`src/rtl/add16_sched_if.sv`:
```
// Request/response bundle for the shared 16-bit adder scheduler.
// The rsp_carry signal exists only when ADD16_SCHED_CARRY_EN is defined.
interface add16_sched_if #(
    parameter int WIDTH = 16
);
    logic             req0_valid;
    logic [WIDTH-1:0] req0_a;
    logic [WIDTH-1:0] req0_b;
    logic             req0_ready;
    logic             req1_valid;
    logic [WIDTH-1:0] req1_a;
    logic [WIDTH-1:0] req1_b;
    logic             req1_ready;
    logic             rsp0_valid;
    logic             rsp0_ready;
    logic             rsp1_valid;
    logic             rsp1_ready;
    logic [WIDTH-1:0] rsp_data;
`ifdef ADD16_SCHED_CARRY_EN
    logic             rsp_carry;
`endif

    modport master (
        output req0_valid, req0_a, req0_b, req1_valid, req1_a, req1_b,
        output rsp0_ready, rsp1_ready,
        input  req0_ready, req1_ready, rsp0_valid, rsp1_valid, rsp_data
`ifdef ADD16_SCHED_CARRY_EN
        , input rsp_carry
`endif
    );

    modport slave (
        input  req0_valid, req0_a, req0_b, req1_valid, req1_a, req1_b,
        input  rsp0_ready, rsp1_ready,
        output req0_ready, req1_ready, rsp0_valid, rsp1_valid, rsp_data
`ifdef ADD16_SCHED_CARRY_EN
        , output rsp_carry
`endif
    );
endinterface

```
`src/rtl/add16_sched.sv`:
```
// Round-robin scheduler sharing one adder between two requesters, one registered result.
// Define ADD16_SCHED_CARRY_EN to add the registered rsp_carry output.
module add16_sched #(
    parameter int WIDTH = 16
) (
    input  logic        clk,
    input  logic        reset,
    add16_sched_if.slave bus
);
    typedef enum logic {IDLE, RESP} state_t;

    state_t           state;
    logic             owner;
    logic             last_grant;
    logic             rsp0_valid_q;
    logic             rsp1_valid_q;
    logic [WIDTH-1:0] rsp_data_q;

    logic             any_valid;
    logic             grant;
    logic             owner_rsp_ready;
    logic             fire;
    logic [WIDTH-1:0] op_a;
    logic [WIDTH-1:0] op_b;
`ifdef ADD16_SCHED_CARRY_EN
    logic             rsp_carry_q;
    logic [WIDTH:0]   sum;
`else
    logic [WIDTH-1:0] sum;
`endif

    // A new op is taken when idle, or when the owner drains its result this same
    // cycle; gating with reset keeps an in-flight request from seeing acceptance.
    // NOTE: every signal gets a value at the top of always_comb, so no latch can form.
    always_comb begin
        any_valid       = bus.req0_valid | bus.req1_valid;
        grant           = (bus.req0_valid && bus.req1_valid) ? ~last_grant : bus.req1_valid;
        owner_rsp_ready = owner ? bus.rsp1_ready : bus.rsp0_ready;
        fire            = !reset && any_valid && (state == IDLE || owner_rsp_ready);
        op_a            = grant ? bus.req1_a : bus.req0_a;
        op_b            = grant ? bus.req1_b : bus.req0_b;
`ifdef ADD16_SCHED_CARRY_EN
        sum             = {1'b0, op_a} + {1'b0, op_b};
`else
        sum             = op_a + op_b;
`endif
    end

    assign bus.req0_ready = fire && !grant;
    assign bus.req1_ready = fire && grant;
    assign bus.rsp0_valid = rsp0_valid_q;
    assign bus.rsp1_valid = rsp1_valid_q;
    assign bus.rsp_data   = rsp_data_q;
`ifdef ADD16_SCHED_CARRY_EN
    assign bus.rsp_carry  = rsp_carry_q;
`endif

    // NOTE: state uses non-blocking assignments so every register samples pre-edge values.
    always_ff @(posedge clk) begin
        if (reset) begin
            state        <= IDLE;
            owner        <= 1'b0;
            last_grant   <= 1'b1;
            rsp0_valid_q <= 1'b0;
            rsp1_valid_q <= 1'b0;
            rsp_data_q   <= '0;
`ifdef ADD16_SCHED_CARRY_EN
            rsp_carry_q  <= 1'b0;
`endif
        end else if (fire) begin
            state        <= RESP;
            owner        <= grant;
            last_grant   <= grant;
            rsp0_valid_q <= !grant;
            rsp1_valid_q <= grant;
            rsp_data_q   <= sum[WIDTH-1:0];
`ifdef ADD16_SCHED_CARRY_EN
            rsp_carry_q  <= sum[WIDTH];
`endif
        end else if (state == RESP && owner_rsp_ready) begin
            state        <= IDLE;
            rsp0_valid_q <= 1'b0;
            rsp1_valid_q <= 1'b0;
        end
    end
endmodule

```
`src/flat_wrapper.sv`:
```
// flat-port wrapper written by rule: the top's interface ports become plain ports
module add16_sched_flat 
#(
    parameter int WIDTH = 16
)
  (clk, reset, bus_req0_valid, bus_req0_a, bus_req0_b, bus_req1_valid, bus_req1_a, bus_req1_b, bus_rsp0_ready, bus_rsp1_ready, bus_req0_ready, bus_req1_ready, bus_rsp0_valid, bus_rsp1_valid, bus_rsp_data);
  add16_sched_if #(.WIDTH(WIDTH)) bus_i ();
  input  logic clk;
  input  logic reset;
  input wire logic [$bits(bus_i.req0_valid)-1:0] bus_req0_valid;
  input wire logic [$bits(bus_i.req0_a)-1:0] bus_req0_a;
  input wire logic [$bits(bus_i.req0_b)-1:0] bus_req0_b;
  input wire logic [$bits(bus_i.req1_valid)-1:0] bus_req1_valid;
  input wire logic [$bits(bus_i.req1_a)-1:0] bus_req1_a;
  input wire logic [$bits(bus_i.req1_b)-1:0] bus_req1_b;
  input wire logic [$bits(bus_i.rsp0_ready)-1:0] bus_rsp0_ready;
  input wire logic [$bits(bus_i.rsp1_ready)-1:0] bus_rsp1_ready;
  output wire logic [$bits(bus_i.req0_ready)-1:0] bus_req0_ready;
  output wire logic [$bits(bus_i.req1_ready)-1:0] bus_req1_ready;
  output wire logic [$bits(bus_i.rsp0_valid)-1:0] bus_rsp0_valid;
  output wire logic [$bits(bus_i.rsp1_valid)-1:0] bus_rsp1_valid;
  output wire logic [$bits(bus_i.rsp_data)-1:0] bus_rsp_data;
  assign bus_i.req0_valid = bus_req0_valid;
  assign bus_i.req0_a = bus_req0_a;
  assign bus_i.req0_b = bus_req0_b;
  assign bus_i.req1_valid = bus_req1_valid;
  assign bus_i.req1_a = bus_req1_a;
  assign bus_i.req1_b = bus_req1_b;
  assign bus_i.rsp0_ready = bus_rsp0_ready;
  assign bus_i.rsp1_ready = bus_rsp1_ready;
  assign bus_req0_ready = bus_i.req0_ready;
  assign bus_req1_ready = bus_i.req1_ready;
  assign bus_rsp0_valid = bus_i.rsp0_valid;
  assign bus_rsp1_valid = bus_i.rsp1_valid;
  assign bus_rsp_data = bus_i.rsp_data;
  add16_sched #(.WIDTH(WIDTH)) u_core (.clk(clk), .reset(reset), .bus(bus_i));
endmodule
```
`config.mk`:
```
export PLATFORM = sky130hd
export DESIGN_NAME = add16_sched_flat
export DESIGN_NICKNAME = d
export VERILOG_FILES = /design/src/rtl/add16_sched_if.sv /design/src/rtl/add16_sched.sv /design/src/flat_wrapper.sv
export SDC_FILE = /design/constraint.sdc
export NUM_CORES = 1
export LEC_CHECK = 0
export ABC_AREA = 0
export BUFFER_PORTS_ARGS = -buffer_cell sky130_fd_sc_hd__buf_4
export CAP_MARGIN = 10
export CORE_MARGIN = 1
export CORE_UTILIZATION = 40
export CTS_BUF_LIST = sky130_fd_sc_hd__clkbuf_8
export DETAILED_ROUTE_END_ITERATION = 10
export GPL_TIMING_DRIVEN = 0
export PLACE_DENSITY = 0.73
export SETUP_SLACK_MARGIN = 0.15
export SLEW_MARGIN = 20
export SYNTH_ARGS = -nofsm -noshare
export SYNTH_HDL_FRONTEND = slang
export SYNTH_SLANG_ARGS = --single-unit
export TNS_END_PERCENT = 30
```
`constraint.sdc`:
```
create_clock -name clk -period 4.3 [get_ports clk]
set_input_delay 0 -clock clk [delete_from_list [all_inputs] [get_ports clk]]
set_output_delay 0 -clock clk [all_outputs]
set_load 0.02 [all_outputs]
```
After elaboration in Yosys (flattened, before gate mapping)
Index checks and enable logic that the tools add are counted.
- register bits after elaboration: 21
- input bits: 70
- word-level logic and storage cells: 28
- add/sub/neg operators: 1
- muxes and demuxes: 8
- bitwise operators: 3
- reduce and logical (&&, ||, !) cells: 10
- operator list (operator ; number):
    two-way mux 16 bit ; 2
    adder 16 bit ; 1
    logical AND 1 bit ; 6
    two-way mux 1 bit ; 6
    logical NOT 1 bit ; 2
    NOT 1 bit ; 2
    nonzero test 2 bit ; 1
    logical OR 1 bit ; 1
    OR 1 bit ; 1

Longest topological paths before layout
- depth after elaboration: 4
- depth in mapped cells: 11
- mapped depth without buffers: 10

Least setup slack after synthesis
OpenSTA, ideal clock, no wires.
- kind: reg-to-reg
- from: register u_core.last_grant
- to: register u_core.rsp_data_q[14], in the netlist u_core.bus.rsp_data[14]
- arrival: 2.796 ns
- path slack: 1.376 ns
- stages on the path, launching flop included: 12
- path buffers: 1
- cells stage by stage: dfxtp_1 -> a21boi_1 -> buf_2 -> mux2_2 -> ha_1 -> fa_1 -> a21oi_1 -> nor2_1 -> o311ai_1 -> a22oi_1 -> xnor2_1 -> o21ai_0
- longest elaborated chain between the ends: 4
- elaborated cells between the ends (all ways): 5
- classes of those cells: add/sub (1); mux (3); bitwise (1)
- ends and longest elaborated chain (element ; line ; text):
    from (decl) ; add16_sched.sv:14 ; logic last_grant;
    from (signal assigned) ; add16_sched.sv:73 ; last_grant <= grant;
    NOT 1 bit * ; add16_sched.sv:37 ; grant = (bus.req0_valid && bus.req1_valid) ? ~last_grant : bus.req1_valid;
    two-way mux 1 bit * ; add16_sched.sv:37 ;
    two-way mux 16 bit (on tied branches) ; add16_sched.sv:40, add16_sched.sv:41 ;
    adder 16 bit * ; add16_sched.sv:45 ; sum = op_a + op_b;
    to (signal assigned) ; add16_sched.sv:76 ; rsp_data_q <= sum[WIDTH-1:0];
    to (decl) ; add16_sched.sv:17 ; logic [WIDTH-1:0] rsp_data_q;
Mark *: on every way between the ends. The rest lies on a longest branch, timed or not.
A chain may end at the register's enable or synchronous reset.

Worst setup path after layout
Same ends and word-level chain as after synthesis.

==> flow_summary.ini <==
[outcome]
status = finished, final reports clean

[place]
place_congestion = 0.760
portBuffers = 89
pre_cts_ws_ns = 0.761
dp_hpwl_um = 3670

[detailed_routing]
ant_nets = 0
routedWlPerCell_um = 12.8
routed_wl_um = 4460
drc = 0
via_per_inst = 5.17
firstDrtPassIters = 6
drt_iter0_markers = 90
vias = 1800

[yosys]
netlist_instances = 203
yosysSeqAreaShare_pct = 23.4
yosysTopAreaCellShare_pct = 23.4
syn-cell-area_um2 = 1800
yosysUniqueCellTypes = 37
yosysMostFrequentCell = mux2_2
synth_top_cell_by_area = dfxtp_1
ys_seq_elements = 21
async_reset_ff_share_pct = 0
syn-num-nets = 289
syn_avg_cell_area_um2 = 8.86
synth_common_cells = mux2_2 (30), o21ai_0 (23), dfxtp_1 (21), a21oi_1 (18), nand3b_1 (16)
synthFlopType = dfxtp_1
synth_edf_count = 0
synth_area_leaders = dfxtp_1 (23%), mux2_2 (19%), ha_1 (10%)
ys.warnings.count = 0

[clock_network]
numCtsBuffers = 3
postCtsHoldBufs = 0
htreeDepth = 1
clock_path_buffers = 2
cts_tree = done
cts.clk_slew.worst_paths_ns = 0.08
cts_sinks = 21
clk_latency_ns = 0.26
cts-root-buf = clkbuf_8
cts_resized = 0
cts_setup_buffers = 0

[global_route]
grtUsageMet1_pct = 24.4
grt_overflow = 0
grt_max_degree = 13
track_usage_pct = 18.5
grtUsageMet3_pct = 1.90
grt.busiest_layer = met2
grt_antenna_before_repair = 0
met2_usage_pct = 32.3
grt_pass1_wl_um = 7390
grt_pass1_vias = 1704

[run]
drv_cap = 0

[sta]
max_slew_margin_pct = 64.3
setup_viol = 0
period_share_pct = 82.5
period_needed_ns = 3.55
fmax_ghz = 0.282
tns_ns = 0
hold_viol = 0
rsz0062_at_grt = false
setup_ws_ns = 0.751
tightest_slew_ns = 0.535
slew_violations = 0
finClkSkew_ns = 0.00495

[setup_path]
crit_slowest_cell = o311ai_1
cpLargestDelayFamily = compound AO/OA/AOI/OAI gates
crit_path_end_kind = flip-flop
path_max_fanout = 10
startpoint_type = flip-flop
path_cells = a21boi_1, buf_2, mux2_2, ha_1, fa_1, a21oi_1, nor2_1, o311ai_1, a22oi_1, xnor2_1, o21ai_0
worstPathArrival_ns = 3.68
worstPathRequired_ns = 4.43
crit_type = flip-flop to flip-flop
cp_num_buf_inv = 1
max_stage_delay_ns = 0.48

[floorplan]
start_util_pct = 41.6
core-area_um2 = 4320
rows = 24
die_area_um2 = 4770
die_w_um = 69.1
pin_count = 90
die_h_um = 69.1

[finish]
antenna_cells = 0
nFillCells = 397
nets = 383
syn_to_final_growth_pct = 43.3
drive_gt1_share_pct = 43.9

[power]
p_leak_nw = 1.15
p_per_area_nw_per_um2 = 307
ir_worst_vdd_mv = 0.118

[min_path]
min_path_type = input pin to flip-flop
-- layer usage --
metal	up-vias	part of all wire, %
met5	-	0
met4	0	0.47
met3	2	4.3
met2	52	48
met1	816	47
li1	930	-
-- cells in the final DEF (no fill, tap or decap), drive strengths merged, types with 10 or more instances in the layout --
master  instances
a21oi          18
buf            91
clkbuf         10
dfxtp          21
ha             15
mux2           30
nand2          12
nand3b         16
nor2           11
o21ai          26
xnor2          10
-- logic make-up after synthesis --
| logic type | count (synthesis) | share of synthesized area (%) |
|---|---|---|
| XOR/XNOR | 16 | 7.79 |
| adder cells (fa/ha/maj) | 16 | 11.5 |
| buffers and inverters | 11 | 2.43 |
| flip-flops | 21 | 23.4 |
| AO/OA/AOI/OAI | 59 | 20.8 |
| AND/OR/NAND/NOR | 49 | 14.7 |
| multiplexers | 31 | 19.3 |
-- sequential cells by signal, indices dropped and copies added (netlist names) --
signal and flops:
u_core.bus.rsp1_valid 1, u_core.owner 1, u_core.state 1, u_core.bus.rsp_data 16, u_core.last_grant 1, u_core.bus.rsp0_valid 1
-- cell type report --
class / instances / area [µm²] / share of cell area [%]
Tap cell: 52 / 65.1 / 2.52
Inverter: 2 / 7.51 / 0.291
Clock buffer: 3 / 41.3 / 1.60
Multi-Input combinational cell: 171 / 1340 / 51.8
Sequential cell: 21 / 420 / 16.3
Timing Repair Buffer: 89 / 668 / 25.9
Buffer: 9 / 36.3 / 1.41
Clock inverter: 1 / 5.00 / 0.194
-- path summary, 6_finish.rpt --
| check | from | endpoint | slack [ns] | depth (start not counted) |
|---|---|---|---|---|
| max reg2reg | u_core.last_grant | u_core.bus.rsp_data[14] | 0.75 | 11 |
| min | bus_req1_valid | u_core.state | 0.03 | 3 |
| max | u_core.last_grant | u_core.bus.rsp_data[14] | 0.75 | 11 |
| min reg2reg | u_core.last_grant | u_core.last_grant | 0.48 | 1 |
-- tightest hold or removal path: cells and delay by family --
kind | cells | cell delay, ns
buffers and inverters | 1 | 0.08
AOI/OAI and AO/OA | 1 | 0.13
and+or+nand+nor | 1 | 0.05
-- per-stage QoR --
step | util (%) | instance area (µm²) | std cells | total power, mW | hold slack, ns
final | 59.6 | 2580 | 348 | 0.793 | 0.0330
after CTS | 59.6 | 2580 | 348 | 0.799 | 0.0286
after detailed placement | 58.6 | 2530 | 344 | 0.672 | 0.302
after global placement | 58.6 | 2530 | 344 | 0.665 | 0.299
after floorplan | - | 1800 | 203 | 0.520 | 0.175
after global routing | 59.6 | 2580 | 348 | 0.849 | 0.0497
-- power breakdown --
part / switching, mW / internal (mW) / total, mW / leakage [nW]
Combinational: 0.212 / 0.206 / 0.418 / 0.953
Sequential: 0.0192 / 0.230 / 0.250 / 0.174
Clock: 0.0608 / 0.0644 / 0.125 / 0.0255
Total: 0.292 / 0.500 / 0.793 / 1.15
Power figures use the tool's default switching activity.
